$ cat src/rtl/inst_fetch_pkg.sv
// inst_fetch_pkg: shared core constants and the fetch FSM state encoding.
package inst_fetch_pkg;
    localparam int INST_WIDTH = 32;
    localparam int INST_MEM_ADDR = 9;
    localparam logic [INST_MEM_ADDR-1:0] INST_MEM_START = '0;
    typedef enum logic [1:0] {IDLE, RUN, DRAIN} fetch_state_e;
endpackage

$ cat src/rtl/inst_fetch_fifo.sv
// fetch_fifo: circular instruction buffer with push/pop/flush and occupancy count.
module fetch_fifo #(
    parameter int WIDTH = 41,
    parameter int DEPTH = 2
) (
    input  logic                         clk,
    input  logic                         reset,
    input  logic                         push,
    input  logic                         pop,
    input  logic                         flush,
    input  logic [WIDTH-1:0]             din,
    output logic [WIDTH-1:0]             dout,
    output logic [$clog2(DEPTH+1)-1:0]   count
);
    localparam int PW = $clog2(DEPTH);
    localparam int CW = $clog2(DEPTH+1);

    logic [WIDTH-1:0] mem_q [DEPTH];
    logic [PW-1:0] wr_ptr_q, wr_ptr_d, rd_ptr_q, rd_ptr_d;
    logic [CW-1:0] count_q, count_d;

    always_comb begin
        wr_ptr_d = flush ? '0 : push ? (wr_ptr_q == PW'(DEPTH-1) ? '0 : wr_ptr_q + 1'b1) : wr_ptr_q;
        rd_ptr_d = flush ? '0 : pop ? (rd_ptr_q == PW'(DEPTH-1) ? '0 : rd_ptr_q + 1'b1) : rd_ptr_q;
        count_d = flush ? '0 : count_q + CW'(push) - CW'(pop);
    end

    always_ff @(posedge clk or negedge reset) begin
        if (!reset) begin
            wr_ptr_q <= '0;
            rd_ptr_q <= '0;
            count_q <= '0;
        end else begin
            wr_ptr_q <= wr_ptr_d;
            rd_ptr_q <= rd_ptr_d;
            count_q <= count_d;
        end
    end

    always_ff @(posedge clk) begin
        if (push)
            mem_q[wr_ptr_q] <= din;
    end

    assign dout = count_q != '0 ? mem_q[rd_ptr_q] : '0;
    assign count = count_q;
endmodule

$ cat src/rtl/inst_fetch.sv
// inst_fetch: instruction fetch engine with credit-limited reads into an output FIFO.
// Define INST_FETCH_REDIRECT_EN to enable redirect flushing; otherwise redirect is ignored.
module inst_fetch
    import inst_fetch_pkg::*;
#(
    parameter int FIFO_DEPTH = 2
) (
    input  logic                     clk,
    input  logic                     reset,
    input  logic                     start,
    input  logic [INST_MEM_ADDR-1:0] start_pc,
    input  logic                     stop,
    input  logic                     redirect,
    input  logic [INST_MEM_ADDR-1:0] redirect_pc,
    output logic                     imem_rd_en,
    output logic [INST_MEM_ADDR-1:0] imem_addr,
    input  logic [INST_WIDTH-1:0]    imem_data,
    output logic [INST_WIDTH-1:0]    inst_out,
    output logic [INST_MEM_ADDR-1:0] inst_pc,
    output logic                     inst_valid,
    input  logic                     inst_ready,
    output logic                     busy
);
    localparam int CW = $clog2(FIFO_DEPTH+1);

    fetch_state_e state_q, state_d;
    logic [INST_MEM_ADDR-1:0] pc_q, pc_d, flight_pc_q, flight_pc_d;
    logic flight_q, flight_d;
    logic flush, pop, push;
    logic [CW-1:0] count;
    logic [CW:0] occ;

`ifdef INST_FETCH_REDIRECT_EN
    assign flush = redirect && state_q != IDLE;
`else
    logic unused_redirect;
    assign flush = 1'b0;
    assign unused_redirect = ^{redirect, redirect_pc};
`endif

    // occ counts entries that will occupy the buffer after this cycle's pop, including the in-flight read
    always_comb begin
        pop = inst_valid && inst_ready;
        push = flight_q && !flush;
        occ = {1'b0, count} - (CW+1)'(pop) + (CW+1)'(flight_q);
        imem_rd_en = state_q == RUN && !stop && !flush && occ < (CW+1)'(FIFO_DEPTH);
        imem_addr = pc_q;
        flight_d = imem_rd_en;
        flight_pc_d = pc_q;
        pc_d = (state_q == IDLE && start) ? start_pc
             : flush ? redirect_pc
             : imem_rd_en ? pc_q + 1'b1 : pc_q;
        state_d = flush ? (stop ? IDLE : RUN)
                : (state_q == IDLE && start) ? RUN
                : (state_q == RUN && stop) ? DRAIN
                : (state_q == DRAIN && occ == '0) ? IDLE : state_q;
    end

    always_ff @(posedge clk or negedge reset) begin
        if (!reset) begin
            state_q <= IDLE;
            pc_q <= INST_MEM_START;
            flight_q <= 1'b0;
            flight_pc_q <= '0;
        end else begin
            state_q <= state_d;
            pc_q <= pc_d;
            flight_q <= flight_d;
            flight_pc_q <= flight_pc_d;
        end
    end

    fetch_fifo #(.WIDTH(INST_MEM_ADDR + INST_WIDTH), .DEPTH(FIFO_DEPTH)) u_fifo (
        .clk(clk),
        .reset(reset),
        .push(push),
        .pop(pop),
        .flush(flush),
        .din({flight_pc_q, imem_data}),
        .dout({inst_pc, inst_out}),
        .count(count)
    );

    assign inst_valid = count != '0;
    assign busy = state_q != IDLE;
endmodule
$ cat config.mk
export PLATFORM = sky130hd
export DESIGN_NAME = inst_fetch
export DESIGN_NICKNAME = d
export VERILOG_FILES = /design/src/rtl/inst_fetch_pkg.sv /design/src/rtl/inst_fetch_fifo.sv /design/src/rtl/inst_fetch.sv
export SDC_FILE = /design/constraint.sdc
export NUM_CORES = 1
export LEC_CHECK = 0
export ABC_AREA = 1
export BUFFER_PORTS_ARGS = -buffer_cell sky130_fd_sc_hd__buf_2
export CORE_MARGIN = 2
export CORE_UTILIZATION = 47
export DETAILED_ROUTE_END_ITERATION = 7
export PLACE_DENSITY_LB_ADDON = 0.08
export SLEW_MARGIN = 20
export SYNTH_ARGS = -nofsm -noshare
export SYNTH_HDL_FRONTEND = slang
export SYNTH_SLANG_ARGS = --single-unit
$ cat constraint.sdc
create_clock -name clk -period 2.4 [get_ports clk]
set_input_delay 0.36 -clock clk [delete_from_list [all_inputs] [get_ports clk]]
set_output_delay 0.36 -clock clk [all_outputs]
set_load 0.01 [all_outputs]
After elaboration in Yosys (flattened, before gate mapping)

Memories as Yosys holds them, arrays and structs flattened.
Index checks and enable logic that the tools add are counted.

Register bits: 25
Memory bits (writable): 82
Input port bits: 56
Output and inout bits: 53
Word-level logic and storage cells: 41
Memories: 1

Memory list:

| name         | words | bits a word | read ports | clocked after memory_dff | write ports | RTL line              | source |
|---|---|---|---|---|---|---|---|
| u_fifo.mem_q | 2     | 41          | 1          | 0                        | 1           | inst_fetch_fifo.sv:18 | `logic [WIDTH-1:0] mem_q [DEPTH];` |

Add/subtract/negate cells: 7
Magnitude comparators: 1
Equality and inequality tests: 2
Muxes and demuxes: 10
Reductions and logical operators: 13

Operator list:

| kind                                                       | count |
|---|---|
| two-way mux 41 bit                                         | 1 |
| two-way mux 9 bit                                          | 2 |
| adder 9 x 1 -> 9 bit, second input constant                | 1 |
| logical AND 1 bit                                          | 6 |
| two-way mux 2 bit                                          | 3 |
| nonzero test 2 bit                                         | 3 |
| two-way mux 1 bit                                          | 4 |
| adder 3 x 1 -> 3 bit                                       | 1 |
| logical NOT 3 bit                                          | 1 |
| less-than comparator 3 x 2 -> 1 bit, second input constant | 1 |
| nonzero test 3 bit                                         | 1 |
| subtractor 2 x 1 -> 3 bit                                  | 1 |
| adder 1 bit, second input constant                         | 2 |
| adder 2 x 1 -> 2 bit                                       | 1 |
| == test 2 x 1 -> 1 bit, second input constant              | 1 |
| == test 2 bit, second input constant                       | 1 |
| logical NOT 2 bit                                          | 1 |
| subtractor 2 x 1 -> 2 bit                                  | 1 |
| logical NOT 1 bit                                          | 1 |

Longest topological paths before layout

Depth after elaboration: 9
Depth in mapped cells: 14
Gate-level depth less buffers: 14

By module

Synthesis repeated with hierarchy kept, for this count alone.

Cells, all modules: 383
Area, all modules: 4,428.0 µm²

Modules (own cells, without submodules):

| module     | times used | cells each | area an instance (µm²) | seq. area each (µm²) |
|---|---|---|---|---|
| fetch_fifo | 1          | 246        | 3,318.2                | 2,562.5 |
| inst_fetch | 1          | 137        | 1,109.8                | 525.5 |

Least setup slack after synthesis

Ideal clock, no wire load.

Path kind: reg-to-reg
From: reg flight_q
To: mem u_fifo.mem_q[0][0] (enable)
Setup time: 440 ps
Arrival: 2,163 ps
Required time: 1,960 ps
Setup slack: -203 ps
Stages on the path, launching flop included: 3
Buffers on the path: 0
Period minus slack after synthesis: 2,603 ps
Cell sequence: dfrtp_1 inv_1 nor2_1

Longest elaborated chain between the ends: 2

RTL lines:

| what                                    | RTL line              | source |
|---|---|---|
| from (decl)                             | inst_fetch.sv:28      | `logic flight_q, flight_d;` |
| from (signal assigned)                  | inst_fetch.sv:68      | `flight_q <= flight_d;` |
| two-way mux 1 bit                       | inst_fetch_fifo.sv:41 | `if (push)` |
| two-way mux 1 bit (not written as such) | inst_fetch_fifo.sv:42 | `mem_q[wr_ptr_q] <= din;` |
| to (decl)                               | inst_fetch_fifo.sv:18 |  |

No other way between the ends.

Worst setup path in the final report

From: reg u_fifo.count_q[1], in the netlist u_fifo.count[1]
To: out imem_rd_en

Longest elaborated chain between the ends: 6

RTL lines:

| what                                | RTL line              | source |
|---|---|---|
| from (decl)                         | inst_fetch_fifo.sv:20 | `logic [CW-1:0] count_q, count_d;` |
| from (signal assigned)              | inst_fetch_fifo.sv:36 | `count_q <= count_d;` |
| nonzero test 2 bit                  | inst_fetch.sv:84      | `assign inst_valid = count != '0;` |
| logical AND 1 bit                   | inst_fetch.sv:43      | `pop = inst_valid && inst_ready;` |
| named net pop                       | inst_fetch.sv:29      | `logic flush, pop, push;` |
| subtractor 2 x 1 -> 3 bit           | inst_fetch.sv:45      | `occ = {1'b0, count} - (CW+1)'(pop) + (CW+1)'(flight_q);` |
| adder 3 x 1 -> 3 bit                | inst_fetch.sv:45      |  |
| named net occ[1]                    | inst_fetch.sv:31      | `logic [CW:0] occ;` |
| less-than comparator 3 x 2 -> 1 bit | inst_fetch.sv:46      | `imem_rd_en = state_q == RUN && !stop && !flush && occ < (CW+1)'(FIFO_DEPTH);` |
| logical AND 1 bit                   | inst_fetch.sv:46      |  |
| to (decl)                           | inst_fetch.sv:15      | `output logic imem_rd_en,` |

The timed path passes the listed nets, and every way through them passes these cells.

==> impl_metrics.json <==
{
  "status": "complete, but fails checks",
  "failed_checks": "negative setup slack",
  "drc_errors": 0,
  "maxSlewHeadroom_pct": 64.3,
  "synth_top_area_share_pct": 57.4,
  "met3_length_um": 353,
  "rsz0062_at_grt": "yes",
  "drt_wl_total_um": 8270,
  "cts_buffer_depth": 2,
  "dp.final_hpwl_um": 5340,
  "dp_slack_ns": 0.0417,
  "hold_viol": 0,
  "path_class": "register to output port",
  "wl_met1_um": 3530,
  "grtUsageTotal_pct": 17.3,
  "period_share_pct": 110,
  "nets": 548,
  "io_buffer_count": 98,
  "min_period_ns": 2.63,
  "cts_sinks": 107,
  "crit_fanout": 2,
  "maxSlewViolCount": 0,
  "ir_drop_mv": 0.547,
  "netlist_top_cells_area": "edfxtp_1 57%, dfrtp_1 15%, nand2_1 11%, a21oi_1 5.1%, inv_1 2.0%",
  "cp_data_required_time_ns": 2.04,
  "yosysTopAreaCell": "edfxtp_1",
  "ctsRootBufferMaster": "clkbuf_8",
  "crit_path_end_kind": "output port",
  "setup_viol": 10,
  "stdcell_count": 601,
  "drtIter0Drc": 88,
  "die_height_um": 99.5,
  "ant_nets": 0,
  "met2WireLength_um": 4260,
  "placed_area_um2": 4940,
  "antenna_found_initial": 0,
  "seq_area_frac_synth_pct": 72.0,
  "cts.clk_slew.worst_paths_ns": 0.11,
  "start_kind": "register",
  "grt-ovfl-total": 0,
  "ys_types": 23,
  "gp_congestion": 0.905,
  "fin_skew_ns": 0.0192,
  "grt_max_degree": 43,
  "clock_latency_ns": 0.36,
  "pin_count": 109,
  "highest_layer": "met4",
  "grt_pass1_vias": 2870,
  "yosysWarnings": 0,
  "antennaDiodeCount": 0,
  "synth_cells": 374,
  "leakagePower_nw": 2.27,
  "cts_made_buffers": 9,
  "start_util_pct": 48.7,
  "arrival_ns": 2.27,
  "finish.instance_area_um2": 5270,
  "max_freq_ghz": 0.380,
  "drive_above_1_share_pct": 31.8,
  "die_area_um2": 9910,
  "syn_nets": 434,
  "die_x_um": 99.5,
  "core_um2": 8810,
  "dp_cells": 575,
  "power_density_nw_per_um2": 1130,
  "hold_class": "primary input to register",
  "utilization_pct": 59.8,
  "h-tree-depth": 3,
  "cap_violations": 0,
  "area_delta_synth_final_pct": 22.8,
  "grt_pass1_wl_um": 13300,
  "first_pass_iters": 5,
  "tightest_slew_ns": 0.535,
  "viasPerCell": 4.95,
  "yosys_register_bits": 107,
  "cts_tree": "yes",
  "final_common_cell": "nand2_1",
  "rows": 34,
  "wl_per_cell_um": 13.8,
  "setup_ws_ns": -0.229,
  "avgSynthCellArea_um2": 11.5,
  "mappedNetlistArea_um2": 4290,
  "num_vias": 2975,
  "mostFrequentLayoutCells": "126 x nand2_1, 97 x buf_2, 82 x edfxtp_1"
}
critical path, stage by stage, from the launching register on:
cell and delay, ns:
dfrtp_1 0.42, nor2_4 0.13, nor2_2 0.05, ha_1 0.26, inv_1 0.04, ha_2 0.16
fa_1 0.47, inv_2 0.10, nand3_4 0.08, nor2_4 0.10, buf_6 0.11
flip-flops by register name, indices dropped and copies added (netlist names):
register / flops
u_fifo.mem_q: 82
flight_pc_q: 9
imem_addr: 9
state_q: 2
u_fifo.count: 2
flight_q: 1
u_fifo.rd_ptr_q: 1
u_fifo.wr_ptr_q: 1
routing by layer:
metal,up-vias,global-route usage (%)
met5,-,0
met4,0,7.48
met3,13,3.16
met2,86,30.3
met1,1400,20.9
li1,1476,-
cell type report:
| class | count | area, µm² |
|---|---|---|
| multi-input cells | 229 | 1100 |
| clock buffers | 12 | 166 |
| inverters | 24 | 92.6 |
| flip-flops and latches | 107 | 3090 |
| repair buffers | 117 | 654 |
| fillers | 758 | 3540 |
| well taps | 108 | 135 |
| clock inverters | 4 | 32.5 |
cells in the mapped netlist:
master / number
edfxtp_1: 82
xor2_1: 2
or2_0: 1
or2_2: 5
nand2_2: 1
a21oi_1: 44
o21bai_1: 1
buf_6: 1
clkbuf_1: 3
nand2_1: 130
inv_2: 1
nand3_1: 14
o21ai_0: 3
nand2_4: 2
ha_1: 3
nor2_1: 19
nand3_2: 1
nor2_4: 1
buf_2: 10
inv_1: 23
fa_1: 1
dfrtp_1: 25
o21ai_1: 1
power breakdown:
part	switching, mW	leakage (nW)	internal (mW)	total, mW
logic	1.45	1.14	0.917	2.37
clock network	0.571	0.0943	0.475	1.05
registers	0.220	1.04	2.32	2.54
worst paths after layout:
path | from | endpoint | cells past startpoint | slack (ns)
worst min register to register | imem_addr[8]$_DFFE_PN0P_ | flight_pc_q[8]$_DFF_PN0_ | 0 | 0.44
worst min-delay path | imem_data[3] | u_fifo.mem_q[0][3]$_DFFE_PP_ | 1 | 0.18
min in group asynchronous | reset | imem_addr[0]$_DFFE_PN0P_ | 2 | 0.51
worst max-delay path | u_fifo.count[1]$_DFF_PN0_ | imem_rd_en | 10 | -0.23
worst max register to register | u_fifo.count[1]$_DFF_PN0_ | imem_addr[5]$_DFFE_PN0P_ | 15 | -0.15
max in group asynchronous | reset | u_fifo.rd_ptr_q$_DFFE_PN0P_ | 2 | 1.52
kinds of logic (layout without fill, tap and decap cells):
| group | Yosys count | after routing | synth area share [%] |
|---|---|---|---|
| AND/OR/NAND/NOR | 174 | 174 | 16.7 |
| flip-flops | 107 | 107 | 72.0 |
| adder cells (fa/ha/maj) | 4 | 4 | 1.34 |
| AO/OA/AOI/OAI | 49 | 49 | 5.77 |
| buffers and inverters | 38 | 157 | 3.79 |
| XOR/XNOR | 2 | 2 | 0.408 |
through the flow:
stage / power (mW) / hold WS (ns) / setup TNS, ns
floorplan: 3.94 / 0.0644 / 0
global placement: 4.73 / 0.375 / 0
detailed placement: 4.79 / 0.375 / 0
CTS: 5.91 / 0.167 / -0.309
global route: 6.42 / 0.153 / -2.83
finish: 5.96 / 0.184 / -1.28
what timing repair did:
item,CTS,global route
endpoints found under the setup margin,1,10
gates resized for setup,5,10
gates cloned,0,0
hold endpoints to repair,25,0
buffers inserted,3,6
hold buffers,1,0
pin swaps,5,7
No activity file was read; power rests on OpenSTA's default activity.
